### src/rtl/snake_pkg.sv
// Shared constants for the Snake PS/2 input path: one-hot direction codes,
// scan codes (set 2), FSM state types and the reverse-direction helper.
// Build option: ARROW_KEYS_EN adds the extended-key (E0-prefixed) decode state.
package snake_pkg;

    // One-hot direction bus values consumed by the game core
    localparam logic [4:0] DIR_NONE  = 5'b00000;
    localparam logic [4:0] DIR_UP    = 5'b00010;
    localparam logic [4:0] DIR_LEFT  = 5'b00100;
    localparam logic [4:0] DIR_DOWN  = 5'b01000;
    localparam logic [4:0] DIR_RIGHT = 5'b10000;

    // Scan codes: WASD + ESC make codes and prefixes
    localparam logic [7:0] SC_W     = 8'h1D;
    localparam logic [7:0] SC_A     = 8'h1C;
    localparam logic [7:0] SC_S     = 8'h1B;
    localparam logic [7:0] SC_D     = 8'h23;
    localparam logic [7:0] SC_ESC   = 8'h76;
    localparam logic [7:0] SC_BREAK = 8'hF0;
    localparam logic [7:0] SC_EXT   = 8'hE0;

    // Arrow keys (second byte after the E0 prefix)
    localparam logic [7:0] SC_ARR_UP    = 8'h75;
    localparam logic [7:0] SC_ARR_LEFT  = 8'h6B;
    localparam logic [7:0] SC_ARR_DOWN  = 8'h72;
    localparam logic [7:0] SC_ARR_RIGHT = 8'h74;

    // start + 8 data + parity + stop
    localparam int FRAME_BITS = 11;

    typedef enum logic [1:0] {
        FR_IDLE,
        FR_SHIFT,
        FR_CHECK
    } frame_state_e;

`ifdef ARROW_KEYS_EN
    typedef enum logic [1:0] {
        DEC_BASE,
        DEC_BREAK,
        DEC_EXT
    } dec_state_e;
`else
    typedef enum logic [1:0] {
        DEC_BASE,
        DEC_BREAK
    } dec_state_e;
`endif

    // Direction that would make the snake reverse into itself
    function automatic logic [4:0] dir_opposite(input logic [4:0] d);
        logic [4:0] r;
        case (d)
            DIR_UP:    r = DIR_DOWN;
            DIR_DOWN:  r = DIR_UP;
            DIR_LEFT:  r = DIR_RIGHT;
            DIR_RIGHT: r = DIR_LEFT;
            default:   r = DIR_NONE;
        endcase
        return r;
    endfunction

endpackage

### src/rtl/ps2_frame_rx.sv
// PS/2 frame receiver: synchronises KB_clk/data into the system clock
// domain, samples data on KB_clk falling edges, assembles 11-bit frames,
// checks start/parity/stop and abandons stalled frames after a timeout.
// The frame check is resolved on the 11th edge and registered, so the
// result pulses during the single CHECK cycle that follows.
module ps2_frame_rx
    import snake_pkg::*;
#(
    parameter int SYNC_STAGES    = 2,
    parameter int TIMEOUT_CYCLES = 5000
) (
    input  logic       clk,
    input  logic       rst,
    input  logic       kb_clk_i,
    input  logic       kb_data_i,
    output logic [7:0] scan_code_o,
    output logic       scan_valid_o,
    output logic       frame_err_o
);

    localparam int TW = $clog2(TIMEOUT_CYCLES + 1);

    logic [SYNC_STAGES-1:0] kb_sync_q;
    logic [SYNC_STAGES-1:0] dat_sync_q;
    logic                   kb_prev_q;
    logic                   kb_s;
    logic                   dat_s;
    logic                   fall;

    frame_state_e state_q, state_d;
    logic [3:0]   bitcnt_q, bitcnt_d;
    logic [8:0]   sh_q, sh_d;       // data[7:0] then parity in [8]
    logic [TW-1:0] to_q, to_d;
    logic [7:0]   code_q, code_d;
    logic         sv_q, sv_d;
    logic         err_q, err_d;

    assign kb_s  = kb_sync_q[SYNC_STAGES-1];
    assign dat_s = dat_sync_q[SYNC_STAGES-1];
    assign fall  = kb_prev_q & ~kb_s;

    // Synchroniser chains and previous-KB_clk register for edge detection
    always_ff @(posedge clk) begin
        if (rst) begin
            kb_sync_q  <= '0;
            dat_sync_q <= '0;
            kb_prev_q  <= 1'b0;
        end else begin
            kb_sync_q  <= {kb_sync_q[SYNC_STAGES-2:0], kb_clk_i};
            dat_sync_q <= {dat_sync_q[SYNC_STAGES-2:0], kb_data_i};
            kb_prev_q  <= kb_s;
        end
    end

    // Frame FSM state, shift register, timeout counter and registered outputs
    always_ff @(posedge clk) begin
        if (rst) begin
            state_q  <= FR_IDLE;
            bitcnt_q <= '0;
            sh_q     <= '0;
            to_q     <= '0;
            code_q   <= '0;
            sv_q     <= 1'b0;
            err_q    <= 1'b0;
        end else begin
            state_q  <= state_d;
            bitcnt_q <= bitcnt_d;
            sh_q     <= sh_d;
            to_q     <= to_d;
            code_q   <= code_d;
            sv_q     <= sv_d;
            err_q    <= err_d;
        end
    end

    // Frame FSM next state: start check, LSB-first shift, stop/parity check, timeout
    always_comb begin
        state_d  = state_q;
        bitcnt_d = bitcnt_q;
        sh_d     = sh_q;
        to_d     = to_q;
        code_d   = code_q;
        sv_d     = 1'b0;
        err_d    = 1'b0;
        case (state_q)
            FR_IDLE: begin
                to_d = '0;
                if (fall) begin
                    if (!dat_s) begin
                        state_d  = FR_SHIFT;
                        bitcnt_d = 4'd1;
                    end else begin
                        err_d = 1'b1;
                    end
                end
            end
            FR_SHIFT: begin
                if (fall) begin
                    to_d = '0;
                    if (bitcnt_q == 4'(FRAME_BITS - 1)) begin
                        // dat_s is the stop bit; ^sh_q is odd parity over data+parity
                        state_d = FR_CHECK;
                        if (dat_s && (^sh_q)) begin
                            code_d = sh_q[7:0];
                            sv_d   = 1'b1;
                        end else begin
                            err_d = 1'b1;
                        end
                    end else begin
                        sh_d     = {dat_s, sh_q[8:1]};
                        bitcnt_d = bitcnt_q + 4'd1;
                    end
                end else if (to_q == TW'(TIMEOUT_CYCLES - 1)) begin
                    state_d  = FR_IDLE;
                    bitcnt_d = '0;
                    to_d     = '0;
                    err_d    = 1'b1;
                end else begin
                    to_d = to_q + TW'(1);
                end
            end
            FR_CHECK: begin
                // Result pulses this cycle; KB_clk edges are far slower than one clk
                state_d  = FR_IDLE;
                bitcnt_d = '0;
            end
            default: begin
                state_d  = FR_IDLE;
                bitcnt_d = '0;
            end
        endcase
    end

    assign scan_code_o  = code_q;
    assign scan_valid_o = sv_q;
    assign frame_err_o  = err_q;

endmodule

### src/rtl/ps2_direction_rx.sv
// Snake PS/2 input stage: frame receiver plus make/break/extended decode
// and reverse-blocking for the one-hot direction bus.
// Build option: ARROW_KEYS_EN enables E0-prefixed arrow keys.
module ps2_direction_rx
    import snake_pkg::*;
#(
    parameter int SYNC_STAGES    = 2,
    parameter int TIMEOUT_CYCLES = 5000
) (
    input  logic       clk,
    input  logic       rst,
    input  logic       KB_clk,
    input  logic       data,
    output logic [4:0] direction,
    output logic       dir_valid,
    output logic [7:0] scan_code,
    output logic       scan_valid,
    output logic       frame_err
);

    logic [7:0] code;
    logic       sv;

    ps2_frame_rx #(
        .SYNC_STAGES   (SYNC_STAGES),
        .TIMEOUT_CYCLES(TIMEOUT_CYCLES)
    ) u_frame (
        .clk         (clk),
        .rst         (rst),
        .kb_clk_i    (KB_clk),
        .kb_data_i   (data),
        .scan_code_o (code),
        .scan_valid_o(sv),
        .frame_err_o (frame_err)
    );

    dec_state_e dec_q, dec_d;
    logic [4:0] dir_q, dir_d;
    logic       dv_q, dv_d;
    logic [4:0] cand;
    logic       cand_vld;

    // Decode state and registered direction outputs
    always_ff @(posedge clk) begin
        if (rst) begin
            dec_q <= DEC_BASE;
            dir_q <= DIR_NONE;
            dv_q  <= 1'b0;
        end else begin
            dec_q <= dec_d;
            dir_q <= dir_d;
            dv_q  <= dv_d;
        end
    end

    // Decode FSM: only good bytes advance it; releases are swallowed
    always_comb begin
        dec_d    = dec_q;
        cand     = DIR_NONE;
        cand_vld = 1'b0;
        if (sv) begin
            case (dec_q)
                DEC_BASE: begin
                    case (code)
                        SC_BREAK: dec_d = DEC_BREAK;
`ifdef ARROW_KEYS_EN
                        SC_EXT:   dec_d = DEC_EXT;
`endif
                        SC_W:     begin cand = DIR_UP;    cand_vld = 1'b1; end
                        SC_A:     begin cand = DIR_LEFT;  cand_vld = 1'b1; end
                        SC_S:     begin cand = DIR_DOWN;  cand_vld = 1'b1; end
                        SC_D:     begin cand = DIR_RIGHT; cand_vld = 1'b1; end
                        SC_ESC:   begin cand = DIR_NONE;  cand_vld = 1'b1; end
                        default:  dec_d = DEC_BASE;
                    endcase
                end
                DEC_BREAK: dec_d = DEC_BASE;
`ifdef ARROW_KEYS_EN
                DEC_EXT: begin
                    dec_d = DEC_BASE;
                    case (code)
                        SC_ARR_UP:    begin cand = DIR_UP;    cand_vld = 1'b1; end
                        SC_ARR_LEFT:  begin cand = DIR_LEFT;  cand_vld = 1'b1; end
                        SC_ARR_DOWN:  begin cand = DIR_DOWN;  cand_vld = 1'b1; end
                        SC_ARR_RIGHT: begin cand = DIR_RIGHT; cand_vld = 1'b1; end
                        SC_BREAK:     dec_d = DEC_BREAK;
                        default:      dec_d = DEC_BASE;
                    endcase
                end
`endif
                default: dec_d = DEC_BASE;
            endcase
        end
    end

    // Reverse blocking: stop and moves from standstill always pass, U-turns drop
    always_comb begin
        dv_d  = cand_vld &&
                ((cand == DIR_NONE) || (dir_q == DIR_NONE) || (cand != dir_opposite(dir_q)));
        dir_d = dv_d ? cand : dir_q;
    end

    assign direction  = dir_q;
    assign dir_valid  = dv_q;
    assign scan_code  = code;
    assign scan_valid = sv;

endmodule

### config.mk
export PLATFORM = sky130hd
export DESIGN_NAME = ps2_direction_rx
export DESIGN_NICKNAME = d
export VERILOG_FILES = /design/src/rtl/snake_pkg.sv /design/src/rtl/ps2_frame_rx.sv /design/src/rtl/ps2_direction_rx.sv
export SDC_FILE = /design/constraint.sdc
export NUM_CORES = 1
export LEC_CHECK = 0
export ABC_CLOCK_PERIOD_IN_PS = 2700
export CORE_ASPECT_RATIO = 1.2
export CORE_MARGIN = 4
export CORE_UTILIZATION = 30
export DETAILED_ROUTE_END_ITERATION = 7
export GPL_TIMING_DRIVEN = 0
export PLACE_DENSITY = 0.53
export SYNTH_ARGS = -nofsm -noshare
export SYNTH_HDL_FRONTEND = slang
export SYNTH_HIERARCHICAL = 1
export SYNTH_SLANG_ARGS = --single-unit
### constraint.sdc
create_clock -name clk -period 2.7 [get_ports clk]
set_clock_uncertainty 0.15 [all_clocks]
set_input_delay 0.27 -clock clk [delete_from_list [all_inputs] [get_ports clk]]
set_output_delay 0.27 -clock clk [all_outputs]
set_load 0.02 [all_outputs]
### After elaboration in Yosys (flattened, before gate mapping)

Cells that the tools add are included.

* bits in registers: 51
* input bits: 4
* output and inout port bits: 16
* logic and storage cells: 89

* add/subtract/negate cells: 2
* equal/unequal tests: 20
* mux-type cells: 32
* bitwise logic cells: 5
* reduce and logical (&&, ||, !) cells: 17

Operators by type and width (number)
* $pmux 5 s4: 2
* $mux 13: 2
* $pmux 13 s2: 1
* $eq 8x5->1 const B: 3
* $mux 4: 5
* $add 13x1->13 const B: 1
* $eq 13x13->1 const B: 1
* $mux 2: 6
* $reduce_and 4->1: 3
* $logic_not 5->1: 2
* $mux 1: 10
* $mux 5: 2
* $reduce_xor 9->1: 1
* $eq 8x6->1 const B: 1
* $eq 8x7->1 const B: 1
* $eq 8x8->1 const B: 1
* $pmux 2 s2: 2
* $pmux 4 s2: 1
* $ne 3x3->1 const B: 2
* $eq 5x2->1 const B: 1
* $eq 5x3->1 const B: 1
* $eq 5x4->1 const B: 1
* $eq 5x5->1 const B: 1
* $ne 5x5->1: 1
* other kinds (17): 24

### Depth between registers and ports, before layout

Gate-level depths: netlist of run 1.

* depth after elaboration: 8
* mapped depth: 8

### By module

The synthesis of run 1 kept the hierarchy.

Modules (own cells, without submodules)
* ps2_frame_rx: instances 1, cells each 231, area an instance 1981.9 um^2, sequential area each 860.8 um^2
* ps2_direction_rx: instances 1, cells each 66, area an instance 550.5 um^2, sequential area each 120.1 um^2

### Least setup slack after synthesis of run 1

No wires, ideal clock.

* kind: flip-flop to flip-flop
* from: register u_frame.code_q[3] (netlist: u_frame/scan_code_o[3])
* to: register dir_q[3] (netlist: direction[3])
* setup time: 0.072 ns
* arrival: 2.003 ns
* required time: 2.478 ns
* slack: 0.475 ns
* cell stages (with the launch flop): 7
* path buffers: 0
* cells stage by stage: dfxtp_1 -> or4b_4 -> nor2_1 -> a21oi_1 -> a31o_2 -> a221oi_2 -> mux2i_1

* word-level cells in the longest chain between the ends: 8
* elaborated cells on any way between the ends: 17
* those cells by class: eq/ne (6); mux (6); reduce/logical (5)

RTL lines
* start: declaration: RTL line ps2_frame_rx.sv:34 `logic [7:0] code_q, code_d;`
* start signal: assignment: RTL line ps2_frame_rx.sv:70 `code_q <= code_d;`
* $eq 8x6->1 / $eq 8x5->1 (equally long branches): RTL line ps2_direction_rx.sv:64 `case (code)`
* $pmux 5 s4: RTL line ps2_direction_rx.sv:64
* $mux 5: RTL line ps2_direction_rx.sv:62 `case (dec_q)`
* $mux 5: RTL line ps2_direction_rx.sv:61 `if (sv) begin`
* $logic_not 5->1: RTL line ps2_direction_rx.sv:99 `((cand == DIR_NONE) || (dir_q == DIR_NONE) || (cand != dir_opposite(dir_q)));`
* $logic_or 1x1->1 (2 in a row): RTL line ps2_direction_rx.sv:99
* $logic_and 1x1->1: RTL line ps2_direction_rx.sv:98 `dv_d = cand_vld &&`
* end signal: assignment: RTL line ps2_direction_rx.sv:51 `dir_q <= dir_d;`
* end: declaration: RTL line ps2_direction_rx.sv:38 `logic [4:0] dir_q, dir_d;`

Several ways; a longest one is shown, not always the timed one.
A chain may end at the register's enable or synchronous reset.

### Final worst setup path of run 1

* from: register u_frame.code_q[0] (netlist: u_frame/scan_code_o[0])
* to: register dir_q[3] (netlist: direction[3])

The elaborated chain is that of the path after synthesis.

==> qor.yml, run 1 <==
status: "finished clean"
cts_resized: 0
drtAntennaViolNets: 0
die_w_um: 91.9
cts.sinks: 49
p_seq_share_pct: 61.0
rsz0062_at_grt: "no"
drc: 0
leakagePower_nw: 0.958
synth-xor-area-share_pct: 3.66
yosys_warnings: 6
io_pins: 20
synthSimpleGateAreaFrac_pct: 30.8
maxSlewHeadroom_pct: 60.4
pwr-share-clk_pct: 35.3
antenna_found_initial: 0
via_per_inst: 4.98
drt_pass1_iterations: 4
ys_types: 63
drt-wirelength-per-cell_um: 13.1
critical_path.top_delay_family: "compound AO/OA/AOI/OAI gates"
grt_pass1_vias: 2128
hold_path_class: "reg2reg"
synth_area_per_cell_um2: 8.53
final_nets: 329
tightest_slew_ps: 592
critPathMaxFanout: 9
cts_buffers: 5
path_clk_slew_ps: 80
synth_edf_count: 0
synth-main-ff-cell: "dfxtp_1"
cp.required_ps: 2780
crit_slowest_cell: "dfxtp_1"
internal-power_mw: 0.925
cts_root_buf: "clkbuf_8"
synth.yosys.seq_area_share_pct: 38.7
placement.cell_area_mm2: 0.00286
syn-num-nets: 304
critPathKind: "reg2reg"
dr.first_iter.drc_count: 67
start_util_pct: 30.9
fin_area_mm2: 0.00294
core_area_mm2: 0.00820
synth_top_family_by_area: "simple AND/OR/NAND/NOR gates"
arrival_ps: 2440
timing.final.crit_share_pct: 87.3
fmax_ghz: 0.424
cts_hold_repair.buffers: 0
grt-ovfl-total: 0
cts.path.max_buffers: 2
ys_seq_elements: 49
p_per_area_mw_per_mm2: 408
post-cts-setup-buffers: 0
n_antenna_cell: 0
post-place-cells: 429
cts_max_level: 2
grt_max_degree: 15
die_area_mm2: 0.00998
io_buffers: 18
power_frac_comb_pct: 3.6
start_kind: "flop"
peakVddDrop_v: 0.000229
fp.dieH_um: 109
synth_cells: 297
hold_viol_final: 0
drv_cap: 0
period_needed_ps: 2360
swShare_pct: 22.7
synth_compound_area_share_pct: 17.3
clock_latency_ps: 300
setup_violations: 0
fp-row-count: 36
vias: 2178
syn_area_mm2: 0.00253
cpPeakStageDelay_ps: 500
grt_usage_pct: 12.2
grt_pass1_wl_mm: 9.94
final_max_slew_viol_count: 0
async_flop_share_pct: 0
drive_gt1_share_pct: 7.74
globalplace.congestion: 0.822
wl_mm: 5.73
setup.worst_path.end_class: "flop"
muxShareOfSynthArea_pct: 3.56
place_hpwl_mm: 4.20
synthAdderAreaFrac_pct: 1.48
fin_tns_setup_ps: 0
tritoncts: "done"
syn2layout_area_growth_pct: 16.1
path_cells: "and3b_1 -> buf_1 -> o21ai_0 -> a2111oi_2 -> nor4_1 -> a221oi_2 -> mux2i_1"
final_cells: 437
crit_buf_inv: 1
p_sw_mw: 0.272
## layout by cell type, fill, tap and decap left out, types with 3 or more instances in the layout
cell | netlist | layout
dfxtp_1 | 49 | 49
nand2_1 | 43 | 43
a21oi_1 | 22 | 22
nor2_1 | 20 | 20
clkdlybuf4s50_1 | 0 | 18
o21ai_0 | 13 | 13
mux2i_1 | 9 | 9
clkbuf_1 | 7 | 9
nand2b_1 | 8 | 8
nor3_1 | 7 | 7
nor2b_1 | 7 | 7
nand3_1 | 7 | 7
inv_1 | 6 | 6
or3_1 | 5 | 5
clkbuf_8 | 0 | 5
a311oi_1 | 5 | 5
nor4b_1 | 4 | 4
nand3b_1 | 4 | 4
xor2_1 | 4 | 4
nand4_1 | 4 | 4
xnor2_1 | 4 | 4
nor4_1 | 3 | 3
o32ai_1 | 3 | 3
and4_1 | 3 | 3
a31oi_1 | 3 | 3
ha_1 | 3 | 3
## Yosys cell counts, drive strengths merged (3+ instances only)
cell    count  share of area (%)
a21oi      22                4.3
a221oi      3                1.3
a311oi      5                1.7
a31oi       3               0.74
and4        3                1.0
buf         7                2.0
clkbuf      7                1.0
dfxtp      49                 39
ha          3                1.5
inv         6               0.89
mux2i       9                3.6
nand2      44                6.6
nand2b      8                2.0
nand3       7                1.4
nand3b      4                1.2
nand4       4               0.99
nor2       20                3.0
nor2b       7                1.7
nor3        7                1.4
nor4        4                1.6
nor4b       4                1.4
o21ai      16                3.5
o32ai       3                1.0
or3         5                1.2
xnor2       4                1.4
xor2        4                1.4
## registers in the layout, indices dropped and copies added, names as in the netlist
register / count
u_frame/state_q: 2
u_frame/frame_err_o: 1
u_frame/kb_prev_q: 1
u_frame/scan_valid_o: 1
u_frame/dat_sync_q: 2
u_frame/bitcnt_q: 4
u_frame/sh_q: 9
direction: 4
u_frame/to_q: 13
u_frame/scan_code_o: 8
dir_valid: 1
dec_q: 1
u_frame/kb_sync_q: 2
## cell families (layout without fill, tap and decap cells)
group	Yosys count	count (layout)
and+or+nand+nor	138	138
AOI/OAI and AO/OA	66	66
DFF	49	49
buffers and inverters	22	48
xor gates and xnor gates	9	9
muxes	9	9
adders and majority gates	3	3
other	1	1
## final timing paths
check	from	end	slack, ps	depth (start not counted)
worst max register to register	u_frame/scan_code_o[0]	direction[3]	340	7
worst min-delay path	u_frame/kb_sync_q[0]	u_frame/kb_sync_q[1]	300	1
worst min register to register	u_frame/kb_sync_q[0]	u_frame/kb_sync_q[1]	300	1
worst max-delay path	u_frame/scan_code_o[0]	direction[3]	340	7
## routing by layer
metal / share of wire [%] / track usage, % / vias to the layer above
met4: 1.2 / 4.78 / 0
met1: 47 / 14.7 / 1019
met2: 49 / 21.3 / 28
met3: 3.2 / 2.42 / 4
met5: 0 / 0 / -
li1: - / - / 1127
## stage by stage
stage,setup slack (ps),util [%],power [mW],hold WS (ps)
6_report,343,35.9,1.20,297
5_1_grt,113,35.9,1.25,311
4_1_cts,314,35.9,1.23,302
3_5_place_dp,344,34.8,0.793,281
3_3_place_gp,314,34.8,0.792,269
2_1_floorplan,475,-,0.775,189
## final cells by class
class	instances	area, µm²
plain buffers	14	77.6
clock inverters	1	7.51
multi-input cells	226	1440
clock buffers	7	76.3
flip-flops and latches	49	981
fillers	903	5260
repair buffers	18	180
well taps	114	143
inverters	8	30.0
## power groups by stage
stage	clock network, mW	registers, mW	logic (mW)
6_report	0.423	0.731	0.0436
5_1_grt	0.467	0.732	0.0496
4_1_cts	0.452	0.731	0.0449
3_5_place_dp	0	0.748	0.0449
3_3_place_gp	0	0.748	0.0446
2_1_floorplan	0	0.747	0.0281
Note: power is estimated with default switching activity, not from simulation.
==> run 2: changes to the inputs <==
--- a/config.mk
+++ b/config.mk
@@ -7,7 +7,7 @@
 export LEC_CHECK = 0
 export ABC_CLOCK_PERIOD_IN_PS = 2700
 export CORE_ASPECT_RATIO = 1.2
-export CORE_MARGIN = 4
+export CORE_MARGIN = 2
 export CORE_UTILIZATION = 30
 export DETAILED_ROUTE_END_ITERATION = 7
 export GPL_TIMING_DRIVEN = 0
==> run 2 against run 1 <==
Wire length is 0.24% lower; via count is 3.2% higher; final area up 1.7%; total power is 16% higher; utilization up 0.81 points; global-route usage is 0.82 points higher; critical path depth unchanged; final cell count did not move; setup slack worse by 29 ps; combinational power about the same; sequential power hardly changed.
==> qor.yml, run 2 (synthesis gave the netlist of run 1 again) <==
drtAntennaViolNets: 0  # unchanged
final_cells: 437  # unchanged
status: "finished clean"
clock_latency_ps: 300  # about the same
fmax_ghz: 0.419  # -1.2%
setup_violations: 0  # unchanged
critPathKind: "reg2reg"
fin_tns_setup_ps: 0  # unchanged
peakVddDrop_v: 0.000307  # +34%
cts.path.max_buffers: 2  # unchanged
cts_resized: 0  # unchanged
place_hpwl_mm: 4.12  # -1.9%
die_w_um: 87.9  # -4.4%
dr.first_iter.drc_count: 75  # +12%
antenna_found_initial: 0  # unchanged
fp.dieH_um: 105  # -3.7%
syn2layout_area_growth_pct: 18.0
cts.sinks: 49  # unchanged
start_util_pct: 31.1  # +0.17 points
leakagePower_nw: 0.987  # +3.1%
p_sw_mw: 0.280  # +2.7%
timing.final.crit_share_pct: 88.4  # +1.1 points
critPathMaxFanout: 9  # unchanged
globalplace.congestion: 0.823  # +0.15%
period_needed_ps: 2390  # +29.2 ps
grt_usage_pct: 13.0  # +0.82 points
tightest_slew_ps: 618  # +26.6 ps
cts_max_level: 2  # unchanged
setup.worst_path.end_class: "flop"
fp-row-count: 36  # unchanged
cts_root_buf: "clkbuf_8"
grt_max_degree: 16  # +1
p_seq_share_pct: 52.6  # -8.4 points
p_per_area_mw_per_mm2: 465  # +14%
drt_pass1_iterations: 5  # +1
die_area_mm2: 0.00920  # -7.9%
power_frac_comb_pct: 3.1  # -0.5 points
post-place-cells: 429  # unchanged
path_clk_slew_ps: 90  # about the same
vias: 2248  # +3.2%
io_buffers: 18  # unchanged
final_nets: 329  # unchanged
largest_reg_flops: 13  # unchanged
top_register: "u_frame/to_q"
hold_slack_ps: 295  # -1.27 ps
drt-wirelength-per-cell_um: 13.1  # -0.24%
io_pins: 20  # unchanged
rsz0062_at_grt: "no"
power.total_mw: 1.39  # +16%
via_per_inst: 5.14  # +3.2%
drc: 0  # unchanged
pwr-share-clk_pct: 44.3  # +9.0 points
grt-ovfl-total: 0  # unchanged
arrival_ps: 2470  # +30 ps
swShare_pct: 20.1  # -2.6 points
drive_gt1_share_pct: 8.36  # +0.62 points
start_kind: "flop"
wl_mm: 5.72  # -0.24%
maxSlewHeadroom_pct: 58.6  # -1.8 points
hold_viol_final: 0  # unchanged
cts_hold_repair.buffers: 0  # unchanged
n_antenna_cell: 0  # unchanged
grt_pass1_wl_mm: 9.74  # -2.0%
cts_buffers: 5  # unchanged
cp.required_ps: 2780  # about the same
tritoncts: "done"
drv_cap: 0  # unchanged
layout_commonest_cell: "dfxtp_1"
grt_pass1_vias: 2080  # -2.3%
internal-power_mw: 1.11  # +20%
hold_path_class: "reg2reg"
final_max_slew_viol_count: 0  # unchanged
post-cts-setup-buffers: 0  # unchanged
final_cell_mix: "49 x dfxtp_1, 43 x nand2_1, 22 x a21oi_1, 20 x nor2_1, 18 x clkdlybuf4s50_1"
core_area_mm2: 0.00815  # -0.55%
[run 2: cell types whose count changed in the layout (fill, tap and decap cells not counted)]
cell / delta
bufinv_16: +2
clkbuf_1: -2
clkinv_2: +1
clkinvlp_4: -1
[run 2: power groups by stage]
stage	clock, mW	sequential (mW)	combinational [mW]
4_1_cts	0.641	0.731	0.0441
5_1_grt	0.669	0.732	0.0493
3_3_place_gp	0	0.748	0.0442
6_report	0.615	0.731	0.0437
3_5_place_dp	0	0.748	0.0439
2_1_floorplan	0	0.747	0.0281
[run 2: worst max-delay path, cell delays in order (launching register included)]
cell	delay (ps)
dfxtp_1	510
and3b_1	210
buf_1	210
o21ai_0	150
a2111oi_2	320
nor4_1	120
a221oi_2	440
mux2i_1	220
[run 2: area by class of cell]
| type | count | area, µm² |
|---|---|---|
| buffer | 14 | 77.6 |
| clock buffer | 5 | 68.8 |
| clock inverter | 3 | 65.1 |
| fill | 851 | 5160 |
| inverter | 8 | 30.0 |
| multi-input combinational | 226 | 1440 |
| sequential | 49 | 981 |
| tap | 114 | 143 |
| timing repair buffer | 18 | 180 |
[run 2: stage by stage]
step	worst slack, ps	instance area [µm²]	util (%)
6_report	314	2990	36.7
5_1_grt	105	2990	36.7
4_1_cts	306	2990	36.7
3_5_place_dp	332	2860	35.0
3_3_place_gp	314	2860	35.0
2_1_floorplan	475	2530	-
[run 2: final timing paths]
| kind | startpoint | endpoint | slack, ps | cells after the start |
|---|---|---|---|---|
| worst max register to register | u_frame/scan_code_o[0] | direction[3] | 310 | 7 |
| worst max-delay path | u_frame/scan_code_o[0] | direction[3] | 310 | 7 |
| worst min register to register | u_frame/kb_sync_q[0] | u_frame/kb_sync_q[1] | 300 | 1 |
| worst min-delay path | u_frame/kb_sync_q[0] | u_frame/kb_sync_q[1] | 300 | 1 |
[run 2: layer usage]
metal	vias up	routed length, µm	global-route usage, %	share of wire [%]
li1	1134	-	-	-
met1	1054	2660	16.3	47
met2	52	2780	22.5	49
met3	8	188	2.21	3.3
met4	0	82	3.63	1.4
met5	-	0	0	0
